===== src/rtl/game_pkg.sv =====
// Shared game definitions: facing direction, screen geometry, sprite size
// and the bullet FSM state type, plus the bullet boundary test.
package game_pkg;

  typedef enum logic [1:0] {
    UP    = 2'd0,
    DOWN  = 2'd1,
    LEFT  = 2'd2,
    RIGHT = 2'd3
  } dir_t;

  typedef enum logic [1:0] {
    IDLE     = 2'd0,
    FLYING   = 2'd1,
    COOLDOWN = 2'd2
  } bullet_state_t;

  localparam int SCREEN_W    = 640;
  localparam int SCREEN_H    = 480;
  localparam int PLAYER_SIZE = 16;

  // True when one more step of `speed` along d would leave the screen.
  // Comparisons use 11 bits so that x + speed never wraps.
  function automatic logic bullet_expires(input dir_t d, input logic [9:0] x,
                                          input logic [9:0] y, input logic [10:0] speed);
    logic res;
    res = 1'b0;
    case (d)
      LEFT:  res = ({1'b0, x} < speed);
      UP:    res = ({1'b0, y} < speed);
      RIGHT: res = (({1'b0, x} + speed) >= 11'(SCREEN_W));
      DOWN:  res = (({1'b0, y} + speed) >= 11'(SCREEN_H));
      default: res = 1'b0;
    endcase
    return res;
  endfunction

endpackage


===== src/rtl/btn_edge.sv =====
// Two-flop synchronizer for an asynchronous button level, followed by a
// rising-edge detector producing a one-cycle pulse.
module btn_edge (
  input  logic clk,
  input  logic rst_n,
  input  logic in,
  output logic rise
);

  logic sync1, sync2, sync_prev;

  always_ff @(posedge clk or negedge rst_n) begin
    if (!rst_n) begin
      sync1     <= 1'b0;
      sync2     <= 1'b0;
      sync_prev <= 1'b0;
    end else begin
      sync1     <= in;
      sync2     <= sync1;
      sync_prev <= sync2;
    end
  end

  assign rise = sync2 & ~sync_prev;

endmodule


===== src/rtl/bullet_ctrl.sv =====
// Single-bullet controller: launch on frame_tick after a fire press, fly along
// the latched direction, expire at the screen edge or on hit. Define
// BULLET_COOLDOWN_EN to insert a COOLDOWN period before the next launch.
module bullet_ctrl
  import game_pkg::*;
#(
  parameter int PLAYER_SIZE     = game_pkg::PLAYER_SIZE,
  parameter int SPEED           = 4,
  parameter int COOLDOWN_FRAMES = 8
) (
  input  logic          clk,
  input  logic          rst_n,
  input  logic          frame_tick,
  input  logic          fire,
  input  logic          game_reset,
  input  logic          hit,
  input  logic [9:0]    playerX,
  input  logic [9:0]    playerY,
  input  dir_t          dir,
  output logic [9:0]    bulletX,
  output logic [9:0]    bulletY,
  output logic          bullet_active,
  output logic [7:0]    shot_count,
  output bullet_state_t state
);

  bullet_state_t state_q, state_d;
  logic [9:0]    bx_q, bx_d, by_q, by_d;
  logic          active_q, active_d;
  logic [7:0]    shots_q, shots_d;
  logic          pend_q, pend_d;
  dir_t          dir_q, dir_d;
  logic          fire_rise;
  logic          expire_now;

`ifdef BULLET_COOLDOWN_EN
  logic [3:0]    cd_q, cd_d;
`endif

  btn_edge u_fire_edge (
    .clk   (clk),
    .rst_n (rst_n),
    .in    (fire),
    .rise  (fire_rise)
  );

  assign expire_now = hit | (frame_tick & bullet_expires(dir_q, bx_q, by_q, 11'(SPEED)));

  always_comb begin
    state_d  = state_q;
    bx_d     = bx_q;
    by_d     = by_q;
    active_d = active_q;
    shots_d  = shots_q;
    pend_d   = pend_q;
    dir_d    = dir_q;
`ifdef BULLET_COOLDOWN_EN
    cd_d     = cd_q;
`endif
    if (game_reset) begin
      state_d  = IDLE;
      bx_d     = '0;
      by_d     = '0;
      active_d = 1'b0;
      pend_d   = 1'b0;
`ifdef BULLET_COOLDOWN_EN
      cd_d     = '0;
`endif
    end else begin
      case (state_q)
        IDLE: begin
          if (frame_tick && (pend_q || fire_rise)) begin
            bx_d     = playerX + 10'(PLAYER_SIZE / 2);
            by_d     = playerY + 10'(PLAYER_SIZE / 2);
            dir_d    = dir;
            active_d = 1'b1;
            shots_d  = shots_q + 8'd1;
            pend_d   = 1'b0;
            state_d  = FLYING;
          end else if (fire_rise) begin
            pend_d = 1'b1;
          end
        end
        FLYING: begin
          // Expiry (edge or hit) wins over the move; position is held.
          if (expire_now) begin
            active_d = 1'b0;
`ifdef BULLET_COOLDOWN_EN
            cd_d     = 4'(COOLDOWN_FRAMES);
            state_d  = COOLDOWN;
`else
            state_d  = IDLE;
`endif
          end else if (frame_tick) begin
            case (dir_q)
              UP:      by_d = by_q - 10'(SPEED);
              DOWN:    by_d = by_q + 10'(SPEED);
              LEFT:    bx_d = bx_q - 10'(SPEED);
              default: bx_d = bx_q + 10'(SPEED);
            endcase
          end
        end
        COOLDOWN: begin
`ifdef BULLET_COOLDOWN_EN
          if (frame_tick) begin
            if (cd_q <= 4'd1) begin
              cd_d    = '0;
              state_d = IDLE;
            end else begin
              cd_d = cd_q - 4'd1;
            end
          end
`else
          state_d = IDLE;
`endif
        end
        default: state_d = IDLE;
      endcase
    end
  end

  always_ff @(posedge clk or negedge rst_n) begin
    if (!rst_n) begin
      state_q  <= IDLE;
      bx_q     <= '0;
      by_q     <= '0;
      active_q <= 1'b0;
      shots_q  <= '0;
      pend_q   <= 1'b0;
      dir_q    <= UP;
`ifdef BULLET_COOLDOWN_EN
      cd_q     <= '0;
`endif
    end else begin
      state_q  <= state_d;
      bx_q     <= bx_d;
      by_q     <= by_d;
      active_q <= active_d;
      shots_q  <= shots_d;
      pend_q   <= pend_d;
      dir_q    <= dir_d;
`ifdef BULLET_COOLDOWN_EN
      cd_q     <= cd_d;
`endif
    end
  end

  assign bulletX       = bx_q;
  assign bulletY       = by_q;
  assign bullet_active = active_q;
  assign shot_count    = shots_q;
  assign state         = state_q;

endmodule


===== config.mk =====
export PLATFORM = sky130hd
export DESIGN_NAME = bullet_ctrl
export DESIGN_NICKNAME = d
export VERILOG_FILES = /design/src/rtl/game_pkg.sv /design/src/rtl/btn_edge.sv /design/src/rtl/bullet_ctrl.sv
export SDC_FILE = /design/constraint.sdc
export NUM_CORES = 1
export LEC_CHECK = 0
export ABC_AREA = 1
export BUFFER_PORTS_ARGS = -buffer_cell sky130_fd_sc_hd__clkbuf_2
export CAP_MARGIN = 0
export CORE_ASPECT_RATIO = 0.6
export CORE_UTILIZATION = 54
export DETAILED_ROUTE_END_ITERATION = 8
export GPL_TIMING_DRIVEN = 1
export PLACE_DENSITY = 0.8
export REMOVE_ABC_BUFFERS = 1
export SLEW_MARGIN = 10
export SYNTH_ARGS = -nofsm -noshare
export SYNTH_HDL_FRONTEND = slang
export SYNTH_SLANG_ARGS = --single-unit
export TNS_END_PERCENT = 50

===== constraint.sdc =====
create_clock -name clk -period 2.08 [get_ports clk]
set_input_delay 0.208 -clock clk [delete_from_list [all_inputs] [get_ports clk]]
set_output_delay 0.208 -clock clk [all_outputs]
set_load 0.02 [all_outputs]

==> key figures <==
Clock network
  • TritonCTS clock tree: built
  • Worst-Skew Late Latency: between 200 and 300 ps
  • Clk buf depth: 2
  • Clock root cell: clkbuf_8
  • # clock sinks: 35
  • H-tree depth: 2
  • Clk slew on worst S/H paths: roughly 70 ps
  • Total CTS buffers: 5

Placed design
  • Placement Setup Slack: -48.85 ps
  • Port buffer count: between 50 and 60
  • Dpl hpwl: around 5200 um
  • Final Wtd Congestion: ~0.94

Global route
  • Grt total ovfl: 0
  • Total Routing Usage GR: about 29%
  • Initial antenna violation count: 0
  • Largest net degree at the start of global routing: 36
  • Vias in the first global route: 2265
  • First-pass GRT wire length: around 11000 um

STA
  • Final min period: around 2100 ps
  • Worst Skew: a little over 5 ps
  • Fmax: roughly 470 MHz
  • Max-slew violations: 0
  • Final setup margin: -56.70 ps
  • Hold Vio Cnt, Final: 0
  • # setup viols final: 7
  • Ratio of final minimum period to clock period: 102.7%
  • Worst-Margin Slew: 850.3 ps
  • Setup TNS: -133.6 ps
  • Slew headroom: around 43%
  • Unrepaired setup endpoints after global routing: yes

Die
  • Core ar.: roughly 4300 um^2
  • Total die area: 4929 um^2
  • Die Y: between 50 and 60 um
  • Ports: 59
  • Initial Util: a little under 60%
  • Rows: 18
  • Die width: 89.97 um

Critical path
  • Reg2reg setup slack: -60 ps
  • CP dominant cell by count: nand2_1
  • Cell breakdown of the critical path: ha_4, nand3_4, o21ai_2, nand2_1, nand2_1, nor2_1, nor2_1, nand3_2, nand2_2, nand3_4, nand2_8, nand2_8, nand2_1, nand2_1
  • CP arrival: between 2000 and 2500 ps
  • CP Launch Type: flip-flop
  • Setup Crit Path Kind: flip-flop to flip-flop
  • Slowest Stage Delay on Critical Path: about 480 ps
  • CP required: 2240 ps
  • CP endpoint kind: flip-flop
  • Worst Path Max Fanout: 8
  • Slowest cell on crit path: dfrtp_2

Logic synthesis
  • Post-synthesis cell type count: 35
  • Post-Synthesis Cell Area: between 2000 and 3000 um^2
  • Synth Area per Inst: about 7 um^2
  • YS warnings: 0
  • Register bit total from synthesis: 35
  • Register area share after synthesis: approximately a third
  • Mapped Cells: 360

Pwr
  • Static Leak: 1.738 nW
  • Cell Pwr Density: roughly 840 nW/um^2
  • Worst IR Drop VDD: between 1 and 1.5 mV

Finish
  • Share of post-route cells with drive strength above 1: between 30% and 40%
  • Area grow syn2layout: 32.24%
  • Ant diodes: 0
  • Total Nets Final: between 400 and 500

Route
  • Vias per cell: approximately 5.7
  • Met3 wire length: roughly 1100 um
  • First-pass DRT Iterations: 5
  • Drt initial violations: between 300 and 400
  • Met1 wire length: 3242 um
  • Drt drc: 0
  • DRT Wirelength: 7682 um
  • DR WL met2: 3180 um
  • Highest routed layer: met4
  • Post-route ant nets: 0
  • DR vias: 2853
  • DR WL/cell: between 15 and 20 um

Hold path
  • Hold crit path type: input pin to async pin

Run
  • Max Cap Viol: 0

Status
  • Failing checks: negative setup slack
  • Run status: finished with violations
==> layout by cell type, fill, tap and decap left out, drive strengths merged <==
master | synthesis | final
a21oi | 11 | 11
a22oi | 1 | 1
a311oi | 1 | 1
a31oi | 1 | 1
a32o | 4 | 4
and3 | 2 | 2
buf | 7 | 27
bufinv | 0 | 1
clkbuf | 4 | 62
clkinvlp | 0 | 1
conb | 1 | 1
dfrtp | 35 | 35
ha | 7 | 7
inv | 41 | 41
nand2 | 106 | 108
nand3 | 41 | 41
nand4 | 6 | 6
nor2 | 35 | 35
nor3 | 3 | 3
o211ai | 2 | 2
o21ai | 26 | 26
o21bai | 2 | 2
o22ai | 3 | 3
o31ai | 4 | 4
o32ai | 1 | 1
xnor2 | 5 | 5
xor2 | 11 | 11
==> registers in the layout (all words and copies together) (netlist names) <==
name / flops
shot_count: 8
bulletY: 10
bulletX: 10
u_fire_edge.sync2: 1
pend_q: 1
u_fire_edge.sync_prev: 1
u_fire_edge.sync1: 1
dir_q: 2
bullet_active: 1
==> worst paths after layout <==
kind                                     end               from  depth (start not counted)
max                               bulletX[9]         bulletY[3]                         14
min                               bulletY[2]              rst_n                          1
max reg2reg                       bulletX[9]         bulletY[3]                         14
min reg2reg                u_fire_edge.sync2  u_fire_edge.sync1                          0
max in group asynchronous         bulletX[7]              rst_n                          1
min in group clk           u_fire_edge.sync1               fire                          1
==> worst max-delay path: cells and delay by family, from the launching register on <==
| kind | cells | cell delay [ps] |
|---|---|---|
| AND/OR/NAND/NOR | 12 | 1170 |
| AO/OA/AOI/OAI | 1 | 170 |
| adder cells (fa/ha/maj) | 1 | 190 |
| flip-flops | 1 | 480 |
==> synthesized netlist by cell type <==
cell type / count / share of area [%]
xor2_1: 11 / 3.8
o21ai_0: 24 / 4.8
nand2_1: 102 / 15
and3_1: 2 / 0.50
inv_2: 1 / 0.15
nor3_1: 3 / 0.60
nand3_1: 40 / 8.0
a32o_1: 4 / 1.6
o211ai_1: 2 / 0.60
a22oi_1: 1 / 0.30
nand2_2: 3 / 0.75
inv_1: 40 / 6.0
a311oi_1: 1 / 0.35
o21bai_1: 2 / 0.60
buf_4: 2 / 0.60
o32ai_1: 1 / 0.35
a21oi_1: 9 / 1.8
a31oi_1: 1 / 0.25
o22ai_1: 3 / 0.75
buf_2: 4 / 0.80
nand3_2: 1 / 0.40
nor2_2: 3 / 0.75
o21ai_1: 2 / 0.40
nor2_4: 2 / 0.90
clkbuf_1: 4 / 0.60
xnor2_1: 5 / 1.7
dfrtp_1: 35 / 35
o31ai_1: 4 / 1.2
conb_1: 1 / 0.15
nand2_4: 1 / 0.45
a21oi_2: 2 / 0.70
nand4_1: 6 / 1.5
ha_1: 7 / 3.5
buf_6: 1 / 0.45
nor2_1: 30 / 4.5
==> per-layer routing <==
layer | GRT usage (%) | vias to the layer above
li1 | - | 1352
met1 | 42.18 | 1263
met2 | 41.15 | 216
met3 | 9.028 | 22
met4 | 8.871 | 0
met5 | 0 | -
==> metrics by stage <==
step | instance area, um^2 | power [mW] | cells | hold WS [ps] | util, %
global placement | 2957 | 1.970 | 486 | 317.6 | 69.09
CTS | 3094 | 2.601 | 495 | 25.94 | 72.31
global route | 3316 | 2.930 | 502 | 18.23 | 77.49
floorplan | 2446 | 1.579 | 349 | -87.59 | -
finish | 3316 | 2.772 | 502 | 23.56 | 77.49
detailed placement | 2957 | 1.989 | 486 | 320.2 | 69.09
==> timing repair <==
item,4_1_cts,5_1_grt
pin swaps,0,16
setup buffers,2,5
gates resized for setup,4,44
hold endpoints to repair,0,0
hold buffers,0,0
gates cloned,0,2
setup endpoints to repair,16,16
==> cell type report <==
class | instances | area (um^2)
multi-input cells | 275 | 1608
fillers | 287 | 963.4
flip-flops and latches | 35 | 884.6
repair buffers | 84 | 488.0
inverters | 41 | 153.9
well taps | 60 | 75.07
clock buffers | 5 | 68.82
clock inverters | 2 | 37.54
==> where the power goes <==
group	internal, mW	switching [mW]
combinational	0.473	0.733
sequential	0.793	0.187
clock	0.350	0.236
==> kinds of logic after synthesis <==
group           synth area share, %
compound gates                13.67
other cells                  0.1496
flops                         34.93
buf+inv                       8.582
xor+xnor                      5.589
fa+ha+maj                     3.493
simple gates                  33.58
(Power assumes the default switching activity.)
